[config.mk]
export PLATFORM = sky130hd
export DESIGN_NAME = hilo_muldiv_unit
export DESIGN_NICKNAME = d
export VERILOG_FILES = /design/src/rtl/hilo_pkg.sv /design/src/rtl/div_iter_core.sv /design/src/rtl/hilo_muldiv_unit.sv
export SDC_FILE = /design/constraint.sdc
export NUM_CORES = 2
export LEC_CHECK = 0
export CELL_PAD_IN_SITES_DETAIL_PLACEMENT = 1
export CELL_PAD_IN_SITES_GLOBAL_PLACEMENT = 1
export CORE_MARGIN = 3
export CORE_UTILIZATION = 45
export CTS_CLUSTER_SIZE = 16
export DETAILED_ROUTE_END_ITERATION = 8
export HOLD_SLACK_MARGIN = 0.02
export MAX_ROUTING_LAYER = met4
export PLACE_DENSITY = 0.77
export SETUP_SLACK_MARGIN = 0.4
export SYNTH_ARGS = -nofsm -noshare
export SYNTH_HDL_FRONTEND = slang
export SYNTH_HIERARCHICAL = 1
export SYNTH_SLANG_ARGS = --single-unit
[constraint.sdc]
create_clock -name Clk -period 26.3 [get_ports Clk]
set_input_delay 3.945 -clock Clk [delete_from_list [all_inputs] [get_ports Clk]]
set_output_delay 3.945 -clock Clk [all_outputs]
set_load 0.05 [all_outputs]
[src/rtl/hilo_pkg.sv]
// rtl/hilo_pkg.sv - shared op/state encodings for the HI/LO multiply-divide unit
package hilo_pkg;

    typedef enum logic [2:0] {
        OP_MULT  = 3'd0,
        OP_MULTU = 3'd1,
        OP_MADD  = 3'd2,
        OP_MSUB  = 3'd3,
        OP_DIV   = 3'd4,
        OP_DIVU  = 3'd5,
        OP_MTHI  = 3'd6,
        OP_MTLO  = 3'd7
    } opCode_t;

    typedef enum logic [2:0] {
        ST_IDLE = 3'd0,
        ST_MUL  = 3'd1,
        ST_DIV  = 3'd2,
        ST_FIX  = 3'd3,
        ST_FIN  = 3'd4
    } state_t;

    function automatic logic is_mul_class(opCode_t op);
        return (op == OP_MULT) || (op == OP_MULTU) || (op == OP_MADD) || (op == OP_MSUB);
    endfunction

endpackage

[src/rtl/div_iter_core.sv]
// rtl/div_iter_core.sv - restoring divider on operand magnitudes, one quotient bit per Step
module div_iter_core
    import hilo_pkg::*;
#(
    parameter int DATA_W = 32
) (
    input  logic              Clk,
    input  logic              Rst,
    input  logic              Load,
    input  logic              Step,
    input  logic              IsSigned,
    input  logic [DATA_W-1:0] Dividend,
    input  logic [DATA_W-1:0] Divisor,
    output logic [DATA_W-1:0] Quotient,
    output logic [DATA_W-1:0] Remainder
);

    logic [DATA_W-1:0] remReg;
    logic [DATA_W-1:0] quotReg;
    logic [DATA_W-1:0] divReg;
    logic              negQ;
    logic              negR;
    logic              dividendNeg;
    logic              divisorNeg;
    logic [DATA_W:0]   trial;

    assign dividendNeg = IsSigned & Dividend[DATA_W-1];
    assign divisorNeg  = IsSigned & Divisor[DATA_W-1];

    // quotReg doubles as the dividend shift register; its MSB feeds the partial remainder
    assign trial = {remReg, quotReg[DATA_W-1]} - {1'b0, divReg};

    always_ff @(posedge Clk) begin
        if (Rst) begin
            remReg  <= '0;
            quotReg <= '0;
            divReg  <= '0;
            negQ    <= 1'b0;
            negR    <= 1'b0;
        end else if (Load) begin
            remReg  <= '0;
            quotReg <= dividendNeg ? -Dividend : Dividend;
            divReg  <= divisorNeg ? -Divisor : Divisor;
            negQ    <= dividendNeg ^ divisorNeg;
            negR    <= dividendNeg;
        end else if (Step) begin
            if (!trial[DATA_W]) begin
                remReg  <= trial[DATA_W-1:0];
                quotReg <= {quotReg[DATA_W-2:0], 1'b1};
            end else begin
                remReg  <= {remReg[DATA_W-2:0], quotReg[DATA_W-1]};
                quotReg <= {quotReg[DATA_W-2:0], 1'b0};
            end
        end
    end

    assign Quotient  = negQ ? -quotReg : quotReg;
    assign Remainder = negR ? -remReg : remReg;

endmodule

[src/rtl/hilo_muldiv_unit.sv]
// rtl/hilo_muldiv_unit.sv - multi-cycle HI/LO multiply/divide unit with Busy/Done handshake
module hilo_muldiv_unit
    import hilo_pkg::*;
#(
    parameter int DATA_W     = 32,
    parameter int MUL_CYCLES = 4
) (
    input  logic              Clk,
    input  logic              Rst,
    input  logic              Start,
    input  logic [2:0]        Op,
    input  logic [DATA_W-1:0] OperandA,
    input  logic [DATA_W-1:0] OperandB,
    input  logic              Flush,
    output logic              Busy,
    output logic              Done,
    output logic              DivByZero,
    output logic [DATA_W-1:0] Hi,
    output logic [DATA_W-1:0] Lo
);

    localparam int PROD_W   = 2 * DATA_W;
    localparam int CNT_MAX  = (DATA_W > MUL_CYCLES) ? DATA_W : MUL_CYCLES;
    localparam int CNT_W    = $clog2(CNT_MAX + 1);
    localparam int MUL_LAST = (MUL_CYCLES >= 2) ? MUL_CYCLES - 2 : 0;

    state_t            state;
    state_t            nextState;
    opCode_t           opIn;
    opCode_t           opReg;
    opCode_t           opSel;
    logic [CNT_W-1:0]  cnt;
    logic [DATA_W-1:0] hiReg;
    logic [DATA_W-1:0] loReg;
    logic [DATA_W-1:0] newHi;
    logic [DATA_W-1:0] newLo;
    logic [DATA_W-1:0] divQuot;
    logic [DATA_W-1:0] divRem;
    logic              wrHi;
    logic              wrLo;
    logic              setDbz;
    logic              mtPulse;
    logic              dbzReg;
    logic              mtDone;
    logic              mulSigned;
    logic              launch;
    logic [PROD_W-1:0] prodNow;
    logic [PROD_W-1:0] mulResult;
    logic [PROD_W-1:0] mulCommit;

    assign opIn      = opCode_t'(Op);
    assign launch    = Start && !Flush;
    assign mulSigned = (opIn != OP_MULTU);
    assign prodNow   = {{DATA_W{mulSigned & OperandA[DATA_W-1]}}, OperandA}
                     * {{DATA_W{mulSigned & OperandB[DATA_W-1]}}, OperandB};

    // The comb product is the first stage; the registered chain lands it on the FIN-entry edge.
    generate
        if (MUL_CYCLES == 1) begin : gen_mul_comb
            assign mulResult = prodNow;
        end else begin : gen_mul_pipe
            logic [PROD_W-1:0] prodPipe [MUL_CYCLES-1];
            always_ff @(posedge Clk) begin
                prodPipe[0] <= prodNow;
                for (int k = 1; k < MUL_CYCLES - 1; k++) begin
                    prodPipe[k] <= prodPipe[k-1];
                end
            end
            assign mulResult = prodPipe[MUL_CYCLES-2];
        end
    endgenerate

    // In IDLE the op is still on the port (MUL_CYCLES=1 commits straight from IDLE)
    assign opSel = (state == ST_IDLE) ? opIn : opReg;

    always_comb begin
        mulCommit = mulResult;
        case (opSel)
            OP_MADD: mulCommit = {hiReg, loReg} + mulResult;
            OP_MSUB: mulCommit = {hiReg, loReg} - mulResult;
            default: mulCommit = mulResult;
        endcase
    end

    div_iter_core #(.DATA_W(DATA_W)) u_div (
        .Clk       (Clk),
        .Rst       (Rst),
        .Load      (state == ST_IDLE),
        .Step      (state == ST_DIV),
        .IsSigned  (opIn == OP_DIV),
        .Dividend  (OperandA),
        .Divisor   (OperandB),
        .Quotient  (divQuot),
        .Remainder (divRem)
    );

    // HI/LO are written on the edge that enters FIN, so they are already valid while Done is high
    always_comb begin
        nextState = state;
        wrHi      = 1'b0;
        wrLo      = 1'b0;
        newHi     = hiReg;
        newLo     = loReg;
        setDbz    = 1'b0;
        mtPulse   = 1'b0;
        case (state)
            ST_IDLE: begin
                if (launch) begin
                    if (is_mul_class(opIn)) begin
                        if (MUL_CYCLES == 1) begin
                            nextState = ST_FIN;
                            wrHi      = 1'b1;
                            wrLo      = 1'b1;
                            newHi     = mulCommit[PROD_W-1:DATA_W];
                            newLo     = mulCommit[DATA_W-1:0];
                        end else begin
                            nextState = ST_MUL;
                        end
                    end else if (opIn == OP_DIV || opIn == OP_DIVU) begin
                        if (OperandB == '0) begin
                            nextState = ST_FIN;
                            wrHi      = 1'b1;
                            wrLo      = 1'b1;
                            newHi     = OperandA;
                            newLo     = '1;
                            setDbz    = 1'b1;
                        end else begin
                            nextState = ST_DIV;
                        end
                    end else if (opIn == OP_MTHI) begin
                        wrHi    = 1'b1;
                        newHi   = OperandA;
                        mtPulse = 1'b1;
                    end else begin
                        wrLo    = 1'b1;
                        newLo   = OperandA;
                        mtPulse = 1'b1;
                    end
                end
            end
            ST_MUL: begin
                if (Flush) begin
                    nextState = ST_IDLE;
                end else if (cnt == CNT_W'(MUL_LAST)) begin
                    nextState = ST_FIN;
                    wrHi      = 1'b1;
                    wrLo      = 1'b1;
                    newHi     = mulCommit[PROD_W-1:DATA_W];
                    newLo     = mulCommit[DATA_W-1:0];
                end
            end
            ST_DIV: begin
                if (Flush) begin
                    nextState = ST_IDLE;
                end else if (cnt == CNT_W'(DATA_W - 1)) begin
                    nextState = ST_FIX;
                end
            end
            ST_FIX: begin
                if (Flush) begin
                    nextState = ST_IDLE;
                end else begin
                    nextState = ST_FIN;
                    wrHi      = 1'b1;
                    wrLo      = 1'b1;
                    newHi     = divRem;
                    newLo     = divQuot;
                end
            end
            ST_FIN:  nextState = ST_IDLE;
            default: nextState = ST_IDLE;
        endcase
    end

    always_ff @(posedge Clk) begin
        if (Rst) begin
            state  <= ST_IDLE;
            cnt    <= '0;
            opReg  <= OP_MULT;
            hiReg  <= '0;
            loReg  <= '0;
            dbzReg <= 1'b0;
            mtDone <= 1'b0;
        end else begin
            state  <= nextState;
            cnt    <= (state == nextState && state != ST_IDLE) ? cnt + 1'b1 : '0;
            dbzReg <= setDbz;
            mtDone <= mtPulse;
            if (state == ST_IDLE && launch) begin
                opReg <= opIn;
            end
            if (wrHi) begin
                hiReg <= newHi;
            end
            if (wrLo) begin
                loReg <= newLo;
            end
        end
    end

    assign Busy      = (state != ST_IDLE);
    assign Done      = (state == ST_FIN) || mtDone;
    assign DivByZero = (state == ST_FIN) && dbzReg;
    assign Hi        = hiReg;
    assign Lo        = loReg;

endmodule

# After elaboration in Yosys (flattened, before gate mapping)

Memory sizes are Yosys's and may differ from the RTL's.
Index checks and enable logic that the tools add are counted.
W data, S select, Z words.

Add/sub/neg operators: 8
$mul: 1
Equal/unequal tests: 24
Muxes and demuxes: 53
Bitwise logic cells: 9
Reductions and logical operators: 22

Operators by type and width:

| kind                  | number |
|---|---|
| $mux W32              | 23 |
| $pmux W32 S3          | 2 |
| $neg A32 Y32          | 4 |
| $pmux W64 S2          | 1 |
| $add A64 B64 Y64      | 1 |
| $mul A33 B33 Y64      | 1 |
| $sub A64 B64 Y64      | 1 |
| $sub A33 B32 Y33      | 1 |
| $logic_not A32 Y1     | 1 |
| $mux W3               | 10 |
| $eq A3 B2 Y1 const B  | 6 |
| $reduce_and A9 Y1     | 2 |
| $mux W1               | 14 |
| $eq A3 B3 Y1 const B  | 4 |
| $pmux W3 S4           | 1 |
| $ne A2 B2 Y1 const B  | 5 |
| $ne A3 B3 Y1 const B  | 3 |
| $add A6 B1 Y6 const B | 1 |
| $eq A3 B1 Y1 const B  | 2 |
| $eq A6 B2 Y1 const B  | 1 |
| $eq A6 B5 Y1 const B  | 1 |
| $logic_not A3 Y1      | 2 |
| $pmux W1 S3           | 2 |
| $reduce_bool A3 Y1    | 2 |
| other kinds (12)      | 26 |

Flip-flop bits (word level): 176
RAM bits: 192
Input port bits: 71
Output and inout bits: 67
Word-level logic and storage cells: 130
Memories: 1

Memory list:

| name                  | depth | bits a word | read ports | clocked after memory_dff | write ports | line                   | source |
|---|---|---|---|---|---|---|---|
| gen_mul_pipe.prodPipe | 3     | 64          | 3          | 0                        | 3           | hilo_muldiv_unit.sv:62 | `logic [PROD_W-1:0] prodPipe [MUL_CYCLES-1];` |

# Logic depth before layout (Yosys ltp)

Depth after elaboration: 11
Gate-level depth with buffers: 32
Depth with buffers taken out: 30

# Modules after synthesis

Netlist, hierarchy kept.

By module, submodules not included:

| module           | instances | cells each | area an instance (um^2) |
|---|---|---|---|
| hilo_muldiv_unit | 1         | 5755       | 51413.1 |
| div_iter_core    | 1         | 1150       | 8595.7 |

# Least setup slack after synthesis

OpenSTA, ideal clock, no wires.

Path kind: input to register
Start: input port Op[1]
End: memory gen_mul_pipe.prodPipe[0][63] (netlist bit)
Setup time: 0.128 ns
Arrival time: 11.656 ns
Slack: 14.516 ns
Cell stages on the path: 28
Path buffers: 4
Cell sequence: clkbuf_1 > or3_1 > and2_1 > clkbuf_1 > nand2_1 > inv_1 > fa_1 > fa_1 > fa_1 > inv_1 > fa_1 > fa_1 > fa_1 > fa_1 > fa_1 > inv_1 > ha_1 > clkbuf_1 > and3_1 > clkbuf_1 > nand3_1 > o211a_1 > o21a_1 > o31ai_2 > a21oi_1 > o31ai_2 > mux2i_1 > nand4_1

RTL lines:

| element     | line                   | source |
|---|---|---|
| from (decl) | hilo_muldiv_unit.sv:11 | `input logic [2:0] Op,` |
| to (decl)   | hilo_muldiv_unit.sv:62 |  |

==> results.txt <==
----------------------------------------------------
[Finish]
  Most common cell after layout, fill and taps aside ... sky130_fd_sc_hd__inv_1
  Register area ... roughly 0.0074 mm2
  Proportion of layout cells with a drive suffix above 1 ... 0.0412
  P&R area growth vs syn ... 6.45%
  FILL cells ... 15474
  Combined area of the multi-input logic cells ... around 0.047 mm2
  Nets ... about 8300
  Most frequent cells in the layout ... sky130_fd_sc_hd__inv_1 (1199), sky130_fd_sc_hd__fa_1 (1127), sky130_fd_sc_hd__nand2_1 (945)

[Timing]
  Unrepaired setup endpoints after global routing ... no
  Transition at the pin with the smallest max-transition slack ... about 1.2 ns
  Setup-failing EPs final ... 0
  Clock tree skew after final layout ... 0.0470 ns
  Shortest clock period the worst path allows after layout ... around 13 ns
  Remaining max-slew budget at the tightest pin ... 0.225
  Final Hold Fails ... 0
  Max Fclk ... between 0.07 and 0.08 GHz
  Aggregate negative setup slack ... 0 ns
  Final period utilization ... 0.486
  Final Slew Violations ... 0

[CTS]
  Number of cells upsized or downsized after cts ... 0
  Clock latency of the later-clocked register in the worst-skew pair ... just under 0.6 ns
  Clock buffer count from CTS ... 40
  Clock tree sinks ... 368
  CTS hold repair buffers ... 0
  H-tree level count ... 2
  Clock input transition at the sequential cells of the worst setup and hold paths ... 0.06 ns
  Maximum number of buffers from clock root to sink ... 3
  TritonCTS clock tree ... done
  Post-CTS setup buffer count ... 0
  Clock Tree Root ... sky130_fd_sc_hd__clkbuf_16

[Worst setup path]
  Worst Setup SP ... Op[1]
  Type of the setup path with the least slack ... in -> reg
  Startpoint class of the critical path ... input pin
  Crit. End Element ... flip-flop
  Register-to-Register Setup Slack ... 20.34 ns
  R2r endpoint ... Hi[31]
  Data required time of the worst path ... about 27 ns
  Worst Path Max Fanout ... 22
  R2R depth ... 18
  Launching point of the worst reg2reg path ... state[2]
  CP Capture Point ... gen_mul_pipe.prodPipe[0][63]
  Critical path arrival ... ~13 ns

[Die]
  I/O pin cnt ... between 100 and 150
  Area of the placeable core ... roughly 0.13 mm2
  Initial cell density of the core ... 0.455
  Floorplan row count ... roughly 130
  Total Die Area ... 0.138 mm2
  Die Span X ... between 300 and 400 um
  Die height ... between 300 and 400 um

[Yosys]
  Post-synthesis instance area ... approximately 0.06 mm2
  Seq cells post-synth ... 368
  Multiplexer share of the synthesized area ... 0.00304
  Mapped Cells ... just under 7000
  Fraction of synthesized cell area taken by the top area cell type ... 0.376
  Synth Area in XOR/XNOR ... 0.0477
  Sequential fraction of the synthesis area ... 0.123
  Adder-cell share of the synthesized area ... 0.441
  Area contributors post-synth ... sky130_fd_sc_hd__fa_1 (38%), sky130_fd_sc_hd__dfxtp_1 (12%), sky130_fd_sc_hd__inv_1 (7.5%)
  Ys Warns ... 6
  Post-synthesis share of cell area spent on and, or, nand and nor gates ... 0.165
  Async S/R FF share, synth ... 0
  Fraction of the mapped netlist area in compound gates ... 0.119
  Avg Cell Area, Syn ... between 8 and 9 um2
  Number of synthesized flops with an enable pin ... 0
  Largest family of logic cells by synthesized area ... adder cells
  Yosys cell types ... between 90 and 100
  Post-synth top flop ... sky130_fd_sc_hd__dfxtp_1
  Net count after synthesis ... 8417
  Top cell type by total area after synthesis ... sky130_fd_sc_hd__fa_1

[Global route]
  Total routing usage reported by global routing ... 0.316
  Vias in the first global route ... between 50000 and 60000
  Total congestion overflow after global routing ... 0
  Pin count of the biggest net entering global routing ... 100
  Global-route wire length before repair ... roughly 330 mm
  Number of antenna violations at the first check in global routing ... 11

[Worst hold path]
  Class of the most critical hold timing path ... reg -> reg

[Flow run]
  Max-capacitance violation count ... 0

[Routing]
  Count of vias placed by the detailed router ... slightly below 50000
  Via density per instance ... a little under 6
  DRC Markers ... 0
  Number of DRC markers in iteration 0 ... ~4000
  Final wirelength ... ~210 mm
  Post-detailed-route wirelength per cell ... roughly 24 um
  Number of nets with antenna violations after routing ... 0
  Drt pass-1 iters ... 5

[Placement]
  Post-DP HPWL ... 163 mm
  Last weighted congestion value of the routability-driven placer ... between 0.9 and 1
  Buffers added on ports ... between 100 and 150

[Outcome]
  Run status ... completed

----------------------------------------------------
-- registers in the layout (all words and copies together), names as in the netlist, 6 cells and up --
name	count
Lo	32
u_div/quotReg	32
cnt	6
gen_mul_pipe.prodPipe	192
Hi	32
u_div/remReg	32
u_div/divReg	32
-- cells in the mapped netlist, drive strengths merged (50+ instances only) --
library cell	count
and2	348
dfxtp	368
and3	78
a31oi	52
a21o	71
xor2	115
fa	1127
a211oi	111
nand3	80
clkbuf	379
o211ai	67
or3	50
inv	1199
o31ai	53
a21oi	267
ha	314
nor3	70
xnor2	212
nor2	279
nand2	945
o21ai	224
-- metal layers --
metal | share of wire | global-route usage
met1 | 0.42 | 0.407
met2 | 0.48 | 0.522
met3 | 0.061 | 0.0342
met4 | 0.037 | 0.106
met5 | 0 | -
-- stage by stage --
| stage | cells | hold slack (ns) | setup WS, ns | utilization | area [um2] |
|---|---|---|---|---|---|
| 2_1_floorplan | 6905 | 0.310 | 14.52 | - | 60000 |
| 3_3_place_gp | 8476 | 0.310 | 13.34 | 0.474 | 62500 |
| 3_5_place_dp | 8476 | 0.313 | 13.04 | 0.474 | 62500 |
| 4_1_cts | 8546 | 0.311 | 13.62 | 0.484 | 63900 |
| 5_1_grt | 8549 | 0.325 | 13.20 | 0.484 | 63900 |
| 6_report | 8552 | 0.306 | 13.52 | 0.484 | 63900 |
-- logic make-up after synthesis --
kind of cell | count (synthesis)
AOI/OAI and AO/OA | 1079
xor gates and xnor gates | 327
adders and majority gates | 1441
buffers and inverters | 1609
DFF | 368
muxes | 18
and+or+nand+nor | 2063
-- worst max-delay path, cell delays in order --
cell	delay [ns]
sky130_fd_sc_hd__clkdlybuf4s50_1	0.65
sky130_fd_sc_hd__or3_1	0.17
sky130_fd_sc_hd__buf_4	0.33
sky130_fd_sc_hd__and2_1	0.62
sky130_fd_sc_hd__nand2_1	0.21
sky130_fd_sc_hd__inv_1	0.18
sky130_fd_sc_hd__fa_1	0.50
sky130_fd_sc_hd__fa_1	0.64
sky130_fd_sc_hd__fa_1	0.49
sky130_fd_sc_hd__inv_1	0.41
sky130_fd_sc_hd__fa_1	0.56
sky130_fd_sc_hd__fa_1	0.53
sky130_fd_sc_hd__fa_1	0.56
sky130_fd_sc_hd__fa_1	0.42
sky130_fd_sc_hd__fa_1	0.49
sky130_fd_sc_hd__inv_1	0.05
sky130_fd_sc_hd__ha_1	0.39
sky130_fd_sc_hd__and3_1	0.30
sky130_fd_sc_hd__nand3_1	0.17
sky130_fd_sc_hd__o211a_1	0.26
sky130_fd_sc_hd__o21a_1	0.19
sky130_fd_sc_hd__o31ai_2	0.14
sky130_fd_sc_hd__a21oi_1	0.21
sky130_fd_sc_hd__o31ai_2	0.42
sky130_fd_sc_hd__mux2i_1	0.24
sky130_fd_sc_hd__nand4_1	0.09
-- how the worst min path moves through the flow --
stage	end	cells after the start	from	slack, ns
floorplan	gen_mul_pipe.prodPipe[0][100]	0	gen_mul_pipe.prodPipe[0][36]	0.31
global placement	gen_mul_pipe.prodPipe[0][84]	0	gen_mul_pipe.prodPipe[0][20]	0.31
detailed placement	gen_mul_pipe.prodPipe[0][91]	0	gen_mul_pipe.prodPipe[0][27]	0.31
CTS	gen_mul_pipe.prodPipe[0][98]	0	gen_mul_pipe.prodPipe[0][34]	0.31
global route	gen_mul_pipe.prodPipe[0][98]	0	gen_mul_pipe.prodPipe[0][34]	0.32
finish	gen_mul_pipe.prodPipe[0][98]	0	gen_mul_pipe.prodPipe[0][34]	0.31
-- cell type report --
cell class	count	share of cell area
clock buffers	51	0.0174
well taps	1755	0.0344
flip-flops and latches	368	0.115
inverters	1200	0.0705
repair buffers	225	0.0282
clock inverters	19	0.00409
multi-input cells	4928	0.730
diodes	6	0.000235
Power is not shown: default switching activity piles up to over one toggle a cycle in this logic, so the estimate is an artifact.
